**src/rtl/rf_arb_pkg.sv**
```systemverilog
// Shared constants and the round-robin search function for the register file
// write arbiter.
package rf_arb_pkg;

  localparam int unsigned NREQ_DEF   = 4;
  localparam int unsigned DATA_W_DEF = 16;
  localparam int unsigned ADDR_W_DEF = 3;
  localparam int unsigned DEPTH_DEF  = 2 ** ADDR_W_DEF;

  // The search runs over a fixed 8-wide vector so one function serves every NREQ.
  localparam int unsigned MAX_NREQ = 8;
  localparam int unsigned IDX_W    = 3;

  typedef struct packed {
    logic             found;
    logic [IDX_W-1:0] idx;
  } rr_pick_t;

  // First requesting index at or above ptr, wrapping at nreq-1 -> 0.
  function automatic rr_pick_t rr_pick(input logic [MAX_NREQ-1:0] req,
                                       input logic [IDX_W-1:0]    ptr,
                                       input int unsigned         nreq);
    rr_pick_t    res;
    int unsigned j;
    res = '0;
    for (int unsigned k = 0; k < MAX_NREQ; k++) begin
      j = (32'(ptr) + k) % nreq;
      if (k < nreq && !res.found && req[j[IDX_W-1:0]]) begin
        res.found = 1'b1;
        res.idx   = j[IDX_W-1:0];
      end
    end
    return res;
  endfunction

endpackage

```
**src/rtl/rf_addr_onehot.sv**
```systemverilog
// Combinational address to one-hot write-enable decode, gated by an enable.
module rf_addr_onehot #(
  parameter int unsigned ADDR_W = 3
) (
  input  logic [ADDR_W-1:0]      i_addr,
  input  logic                   i_en,
  output logic [2**ADDR_W-1:0]   o_onehot
);

  // Single bit set at the addressed position only while enabled.
  always_comb begin
    o_onehot = '0;
    if (i_en) o_onehot[i_addr] = 1'b1;
  end

endmodule

```
**src/rtl/rf_write_arbiter.sv**
```systemverilog
// Round-robin arbiter and one-cycle write sequencer for the register file write port.
// Optional feature: define RFARB_URGENT_EN to add the 'urgent' input, which lets
// requester 0 win without advancing the round-robin pointer.
module rf_write_arbiter
  import rf_arb_pkg::*;
#(
  parameter int unsigned NREQ   = NREQ_DEF,
  parameter int unsigned DATA_W = DATA_W_DEF,
  parameter int unsigned ADDR_W = ADDR_W_DEF
) (
  input  logic                     clk,
  input  logic                     rst_n,
  input  logic [NREQ-1:0]          req,
  input  logic [NREQ*ADDR_W-1:0]   req_addr,
  input  logic [NREQ*DATA_W-1:0]   req_data,
`ifdef RFARB_URGENT_EN
  input  logic                     urgent,
`endif
  input  logic                     stall,
  output logic [NREQ-1:0]          gnt,
  output logic                     wr_valid,
  output logic [2**ADDR_W-1:0]     wr_en,
  output logic [ADDR_W-1:0]        wr_addr,
  output logic [DATA_W-1:0]        wr_data,
  output logic [$clog2(NREQ)-1:0]  wr_src
);

  localparam int unsigned DEPTH = 2 ** ADDR_W;
  localparam int unsigned SRC_W = $clog2(NREQ);

  logic [MAX_NREQ-1:0] w_req_ext;
  rr_pick_t            w_pick;
  logic                w_urgent_win;
  logic                w_xfer;
  logic [IDX_W-1:0]    w_idx;
  logic [ADDR_W-1:0]   w_sel_addr;
  logic [DATA_W-1:0]   w_sel_data;
  logic [SRC_W-1:0]    w_ptr_d;
  logic [DEPTH-1:0]    w_wr_en;

  logic [SRC_W-1:0]    r_ptr;
  logic                r_wr_valid;
  logic [ADDR_W-1:0]   r_wr_addr;
  logic [DATA_W-1:0]   r_wr_data;
  logic [SRC_W-1:0]    r_wr_src;

  // Winner selection: urgent override (if built in) ahead of round-robin; stall blocks all.
  always_comb begin
    w_req_ext = '0;
    w_req_ext[NREQ-1:0] = req;
    w_pick = rr_pick(w_req_ext, IDX_W'(r_ptr), NREQ);
`ifdef RFARB_URGENT_EN
    w_urgent_win = urgent & req[0];
`else
    w_urgent_win = 1'b0;
`endif
    w_idx  = w_urgent_win ? '0 : w_pick.idx;
    w_xfer = ~stall & (w_urgent_win | w_pick.found);
  end

  // One-hot grant; a grant always coincides with a transfer.
  always_comb begin
    gnt = '0;
    for (int unsigned i = 0; i < NREQ; i++) begin
      if (w_xfer && (w_idx == IDX_W'(i))) gnt[i] = 1'b1;
    end
  end

  // Payload mux selecting the winner's address and data.
  always_comb begin
    w_sel_addr = '0;
    w_sel_data = '0;
    for (int unsigned i = 0; i < NREQ; i++) begin
      if (w_idx == IDX_W'(i)) begin
        w_sel_addr = req_addr[i*ADDR_W +: ADDR_W];
        w_sel_data = req_data[i*DATA_W +: DATA_W];
      end
    end
  end

  // Pointer moves just past the winner; urgent grants leave the rotation untouched.
  always_comb begin
    w_ptr_d = r_ptr;
    if (w_xfer && !w_urgent_win) begin
      w_ptr_d = (w_idx == IDX_W'(NREQ - 1)) ? '0 : SRC_W'(w_idx + IDX_W'(1));
    end
  end

  // Pointer and output stage; payload fields hold when no transfer occurs.
  always_ff @(posedge clk or negedge rst_n) begin
    if (!rst_n) begin
      r_ptr      <= '0;
      r_wr_valid <= 1'b0;
      r_wr_addr  <= '0;
      r_wr_data  <= '0;
      r_wr_src   <= '0;
    end else begin
      r_ptr      <= w_ptr_d;
      r_wr_valid <= w_xfer;
      if (w_xfer) begin
        r_wr_addr <= w_sel_addr;
        r_wr_data <= w_sel_data;
        r_wr_src  <= SRC_W'(w_idx);
      end
    end
  end

  // Enables derive only from registers, so an async reset clears them at once.
  rf_addr_onehot #(
    .ADDR_W (ADDR_W)
  ) u_decode (
    .i_addr   (r_wr_addr),
    .i_en     (r_wr_valid),
    .o_onehot (w_wr_en)
  );

  assign wr_valid = r_wr_valid;
  assign wr_en    = w_wr_en;
  assign wr_addr  = r_wr_addr;
  assign wr_data  = r_wr_data;
  assign wr_src   = r_wr_src;

endmodule

```
**config.mk**
```make
export PLATFORM = sky130hd
export DESIGN_NAME = rf_write_arbiter
export DESIGN_NICKNAME = d
export VERILOG_FILES = /design/src/rtl/rf_arb_pkg.sv /design/src/rtl/rf_addr_onehot.sv /design/src/rtl/rf_write_arbiter.sv
export SDC_FILE = /design/constraint.sdc
export NUM_CORES = 1
export LEC_CHECK = 0
export ABC_AREA = 1
export CORE_MARGIN = 3
export CORE_UTILIZATION = 40
export CTS_CLUSTER_SIZE = 8
export DETAILED_ROUTE_END_ITERATION = 12
export GPL_TIMING_DRIVEN = 0
export MAX_ROUTING_LAYER = met4
export PLACE_DENSITY = 0.94
export SYNTH_ARGS = -nofsm -noshare
export SYNTH_HDL_FRONTEND = slang
export SYNTH_SLANG_ARGS = --single-unit
```
**constraint.sdc**
```tcl
create_clock -name clk -period 5.67 [get_ports clk]
set_input_delay 0.567 -clock clk [delete_from_list [all_inputs] [get_ports clk]]
set_output_delay 0.567 -clock clk [all_outputs]
set_load 0.02 [all_outputs]
```
After elaboration in Yosys (flattened, before gate mapping). Index checks and enable logic that the tools add are counted.

Register bits after elaboration: 24. Bits in latches: 0. Bits in writable memories: 0. ROM bits: 0. Output and inout bits: 34. Memories kept: 0.

$add $sub $neg: 4. Multipliers: 0. Div/mod/pow operators: 0. Magnitude comparators: 6. Equality and inequality tests: 3. Shift-type cells: 0. Muxes and demuxes: 28. Bitwise gates (word level): 2. Reduce and logical (&&, ||, !) cells: 12.

Operator list (count): 2-to-1 mux 16 bit (4); less-than comparator 2 x 4 -> 1 bit (second input constant) (4); 2-to-1 mux 4 bit (4); 2-to-1 mux 3 bit (4); 2-to-1 mux 1 bit (9); binary-select mux 1 bit (select 2 bit) (4); logical AND 1 bit (8); 2-to-1 mux 8 bit (1); equality test 3 x 2 -> 1 bit (second input constant) (2); adder 2 x 1 -> 2 bit (second input constant) (2); adder 2 bit (second input constant) (2); less-than comparator 3 x 4 -> 1 bit (second input constant) (1); demux 1 bit (select 3 bit) (1); equality test 3 x 1 -> 1 bit (second input constant) (1); greater-or-equal comparator 3 x 1 -> 1 bit (second input constant) (1); zero test 1 bit (3); zero test 3 bit (1); 2-to-1 mux 2 bit (1); bitwise AND 1 bit (1); inverter 1 bit (1).

Depth between registers and ports, before layout. Gate-level depths: netlist (run 1).

Depth in word-level cells: 17. Mapped depth: 19. Mapped depth without buffers: 18.

Cells and area by module. Synthesis (run 1) repeated with hierarchy kept, for this count alone.

Cell total of the unflattened synthesis: 314. Area, all modules: 1890.6 um^2.

By module, submodules not included: rf_write_arbiter (instances 1, cells each 297, area each 1826.8 um^2, sequential area each 600.6 um^2); rf_addr_onehot (instances 1, cells each 17, area each 63.8 um^2, sequential area each 0.0 um^2).

Worst setup path after synthesis (run 1). OpenSTA, ideal clock, no wires.

Path type: input-to-output. From: in req[0]. To: out gnt[1]. Arrival time: 2.068 ns. Slack: 3.035 ns. Stages: 13. Buffers on the path: 1. Cell sequence: inv_1 -> nand2_1 -> nand3_1 -> nand2_2 -> inv_1 -> nand2_1 -> nand2_1 -> nand3_1 -> inv_1 -> ha_1 -> clkbuf_1 -> inv_1 -> nor2_1.

RTL lines: start, declared (RTL line rf_write_arbiter.sv:13) `input logic [NREQ-1:0] req,`; end, declared (RTL line rf_write_arbiter.sv:20) `output logic [NREQ-1:0] gnt,`.

==> results.ini, run 1 <==
[status]
status=complete, no violations

[yosys]
ys_warn_count=0
synth_cells=308
synth_edf_count=0
ys_ff_latch=24
synth_nets=395
yosysTopAreaCellShare_pct=32.0
synthFlopType=dfrtp_1
synth_top_area_cell=dfrtp_1
synth_most_common_cell=nand2_1
ys_async_sr_fraction_pct=100
syn_area_um2=1880
synth.area.top_cells=dfrtp_1 (32%), nand2_1 (29%), o21ai_0 (12%)
synth-seq-area-share_pct=32.0
synth.distinct_cells=22
netlist_top_cells_count=nand2_1 (147), o21ai_0 (45), dfrtp_1 (24)
syn_area_per_cell_um2=6.10

[worst_setup_path]
arrival_ns=3.28
critPathTopFamily=buffers and inverters
r2r-end=wr_data[13]
critPathMostFrequentCell=inv_1
cp-end-kind=primary output
slowest_delay_ns=0.61
critPathBufInv=7
crit_chain=clkdlybuf4s50_1 > inv_1 > nand2_1 > nand3_1 > nand2_2 > inv_1 > nand3_1 > nand3_1 > inv_1 > ha_1 > clkbuf_1 > inv_1 > nor2_1 > clkdlybuf4s50_1
rrSetupSlack_ns=2.70
critical_path.max_fanout=10
start_kind=primary input
r2r_start=r_ptr[0]
path_class=in2out
r2r_cells=17
slowest_stage=clkdlybuf4s50_1
required_ns=5.10

[layout]
stdcell_area_um2=3160
drive_above_1_share_pct=5.61
areaGrowthSynthToFinish_pct=68.2
finalCoreUtilization_pct=71.1
nets=516
antenna_cells=0

[timing]
setup_ws_ns=1.83
hold_viol=0
period_needed_ns=3.84
clock_skew_ns=0.00265
timing.setup.tns_ns=0
setup_viol_count_final=0
rsz0062_at_grt=false
fmax_ghz=0.260
maxSlewHeadroom_pct=28.4
slew_viol_final=0
tightest_slew_ns=1.07
finalCritPeriodShare_pct=67.8

[pwr]
peakVddDrop_v=0.000446
p_total_uw=2240
pwr_density_cell_nw_per_um2=710
leakage_uw=0.00147

[floorplanning]
die_x_um=74.5
core-area_um2=4440
die_height_um=74.5
rows=24
start_util_pct=42.3
dieArea_um2=5550
io-pin-count=117

[place]
pre_cts_slack_ns=1.86
dp_hpwl_um=5300
postPlaceCellArea_um2=3100
port_buffers=116
gp_congestion=0.855

[cts]
clock_path_buffers=2
insertion_delay_ns=0.27
cts_root_buf=clkbuf_8
postCtsSetupRepairBufs=0
clk_pin_slew_worst_paths_ns=0.08
cts_buffers=3
hold_buffers=0
htreeDepth=1
cts.sinks=24
cts.repair.resized=0
cts_tree=built

[routing]
drc=0
viasPerCell=5.09
detail-route-antenna-nets=0
drt_iter0_markers=198
num_vias=2444
routedWlPerCell_um=13.5
drt-total-wl_um=6480
firstDrtPassIters=5

[global_routing]
grt_max_degree=25
overflow=0
grt_pass1_wl_um=9750
antenna_found_initial=0
grt_pass1_vias=2161
track_usage_pct=22.9

[hold_path]
min_from=wr_data[6]
worstHoldEndpoint=wr_data[6]
hold_path.class=reg2reg
worstHoldPathCells=2

[flow_run]
timing.max_cap.violations=0

[registers in the layout, indices dropped and copies added, names as in the netlist]
register and count:
wr_data 16, wr_valid 1, r_ptr 2, wr_src 2, wr_addr 3
[through the flow]
step           hold WS [ns]  cells
2_1_floorplan         0.271    308
4_1_cts               0.488    480
6_report              0.486    480
3_3_place_gp          0.462    476
5_1_grt               0.496    480
3_5_place_dp          0.466    476
[worst max path at each step]
stage          endpoint  cells after the start   start
6_report         gnt[1]                     14  req[1]
5_1_grt          gnt[1]                     14  req[1]
4_1_cts          gnt[1]                     14  req[3]
3_5_place_dp     gnt[1]                     14  req[3]
3_3_place_gp     gnt[1]                     14  req[1]
2_1_floorplan    gnt[1]                     13  req[0]
[report_power, final]
part           total [µW]  switching, µW  internal [µW]
Combinational        1820           1140            680
Sequential            307           48.7            258
Clock                 117           55.1           62.0
[metal layers]
metal	part of all wire, %	track usage, %	vias up	wire length (µm)
met1	41	30.2	1086	2670
met4	2.2	7.31	0	144
met5	0	-	-	0
li1	-	-	1216	-
met2	50	36.8	125	3220
met3	6.8	2.43	17	443
[area by class of cell]
cell class,instances,area (µm²)
buffer,16,92.6
clock buffer,4,55.1
tap,52,65.1
inverter,20,77.6
multi-input combinational,248,1110
timing repair buffer,116,1160
sequential,24,601
fill,357,1280
[cell families (layout without fill, tap and decap cells)]
family	Yosys count	in the layout	share of synthesized area, %
simple gates	179	179	38.8
compound gates	65	65	17.5
buf+inv	36	156	9.06
flops	24	24	32.0
fa+ha+maj	4	4	2.66
[worst min-delay path, stage by stage (launching register included)]
cell and delay [ns]:
dfrtp_1 0.35, nand2_1 0.05, nand2_1 0.05
[layout by cell type, fill, tap and decap left out]
| cell | instances |
|---|---|
| nand2_1 | 147 |
| nor2_4 | 1 |
| inv_1 | 18 |
| nor2_2 | 1 |
| o21ai_2 | 1 |
| ha_1 | 4 |
| inv_4 | 1 |
| clkbuf_1 | 8 |
| clkdlybuf4s50_1 | 116 |
| buf_4 | 2 |
| nor2_1 | 12 |
| buf_1 | 1 |
| dfrtp_1 | 24 |
| o21ai_0 | 45 |
| nand3_2 | 2 |
| buf_2 | 2 |
| inv_2 | 1 |
| a21oi_1 | 19 |
| nand4_1 | 1 |
| nand3_1 | 9 |
| nand2_4 | 1 |
| clkbuf_8 | 4 |
| nand2_2 | 5 |
| buf_6 | 3 |
Note: power is estimated with default switching activity, not from simulation.
==> run 2, diff against run 1 <==
- CORE_UTILIZATION: 40 -> 37
- PLACE_DENSITY: 0.94 -> 0.89
- clock period: 5.67 -> 3.7 ns (I/O delays scaled with it)
==> results.ini, run 2 (synthesis gave the netlist of run 1 again) <==
[worst_setup_path]
critical_path.max_fanout=10
path_class=reg2out
arrival_ns=3.04
rrSetupSlack_ns=0.72
cp-end-kind=primary output
r2r_cells=17
required_ns=3.33
cp-endpoint=gnt[3]
r2r-end=wr_data[10]
start_kind=register
critPathLaunch=r_ptr[0]
r2r_start=r_ptr[0]

[timing]
fmax_ghz=0.293
period_needed_ns=3.41
hold_viol=0
maxSlewHeadroom_pct=31.2
timing.setup.tns_ns=0
clock_skew_ns=0.00618
rsz0062_at_grt=false
finalCritPeriodShare_pct=92.2
slew_viol_final=0
tightest_slew_ns=1.03
setup_viol_count_final=0

[hold_path]
hold_path.class=reg2reg
worstHoldPathCells=2

[cts]
htreeDepth=1
cts_tree=built
hold_buffers=0
clock_path_buffers=2
clk_pin_slew_worst_paths_ns=0.08
cts.repair.resized=0
insertion_delay_ns=0.27
cts_buffers=3
cts_root_buf=clkbuf_8
postCtsSetupRepairBufs=0
cts.sinks=24

[routing]
num_vias=2399
routedWlPerCell_um=13.1
drt-total-wl_um=6480
drt_iter0_markers=215
wl_met3_um=330
met1_length_um=2830
wl_met2_um=3250
highest_layer=met4
viasPerCell=4.86
firstDrtPassIters=4
detail-route-antenna-nets=0
drc=0

[global_routing]
grt_pass1_vias=2162
grt_pass1_wl_um=10200
grt_max_degree=25
overflow=0
track_usage_pct=21.5
antenna_found_initial=0

[floorplanning]
io-pin-count=117
rows=25
start_util_pct=39.0
core-area_um2=4820
die_x_um=77.2
die_height_um=77.2
dieArea_um2=5970

[layout]
layout_commonest_cell=nand2_1
nets=516
drive_above_1_share_pct=5.62
antenna_cells=0
stdcell_area_um2=3170
areaGrowthSynthToFinish_pct=68.6
final_cell_mix=nand2_1 (147), clkdlybuf4s50_1 (116), o21ai_0 (45), dfrtp_1 (24), a21oi_1 (19)
largest_reg_flops=16

[pwr]
clkPwrFrac_pct=4.5
p_seq_share_pct=13.7
pwr_density_cell_nw_per_um2=1080
comb_power_share_pct=81.8
switchingPower_uw=1920
p_int_uw=1520
p_sw_share_pct=55.8
leakage_uw=0.00147
peakVddDrop_v=0.000743

[flow_run]
timing.max_cap.violations=0

[status]
status=complete, no violations

[place]
dp_hpwl_um=5400
port_buffers=116
postPlaceCellArea_um2=3120
gp_congestion=0.904

run 2: worst min-delay path by stage:
stage                        endpoint         from
after floorplan              r_ptr[0]        rst_n
after global placement    wr_data[14]  wr_data[14]
after detailed placement  wr_data[14]  wr_data[14]
after CTS                 wr_data[14]  wr_data[14]
after global routing       wr_data[7]   wr_data[7]
final                      wr_data[8]   wr_data[8]
run 2: layout make-up:
type                            instances  area (µm²)
Timing Repair Buffer                  116        1160
Tap cell                               67        83.8
Buffer                                 16        93.8
Fill cell                             447        1650
Multi-Input combinational cell        248        1110
Inverter                               20        77.6
Sequential cell                        24         601
Clock buffer                            3        41.3
run 2: critical path: stages, from the launching register on:
cell and delay, ns:
dfrtp_1 0.40, inv_1 0.18, nand2_1 0.11, nand3_1 0.12
nand2_2 0.09, nor2_4 0.16, nand3_1 0.10, nand3_1 0.12
nand2_1 0.13, inv_1 0.10, ha_1 0.18, clkbuf_1 0.31
inv_1 0.07, nor2_1 0.11, clkdlybuf4s50_1 0.61
run 2: power by group through the flow:
| stage | clock network (µW) | logic [µW] | registers [µW] |
|---|---|---|---|
| 2_1_floorplan | 0 | 1730 | 593 |
| 3_3_place_gp | 0 | 2680 | 470 |
| 3_5_place_dp | 0 | 2760 | 474 |
| 4_1_cts | 152 | 2780 | 469 |
| 5_1_grt | 164 | 3130 | 485 |
| 6_report | 155 | 2810 | 470 |
run 2: stage by stage:
stage,hold slack [ns],worst slack [ns],std cells,util (%),total power (µW)
6_report,0.481,0.287,494,65.7,3430
5_1_grt,0.511,0.0598,494,65.7,3770
4_1_cts,0.485,0.249,494,65.7,3400
3_5_place_dp,0.465,0.276,491,64.8,3230
3_3_place_gp,0.463,0.349,491,64.8,3150
2_1_floorplan,0.0744,1.31,308,-,2330
run 2: routing by layer:
| metal | vias up | GRT usage (%) |
|---|---|---|
| met4 | 0 | 4.98 |
| met3 | 6 | 1.29 |
| met5 | - | - |
| met2 | 87 | 36.9 |
| met1 | 1091 | 27.9 |
| li1 | 1215 | - |
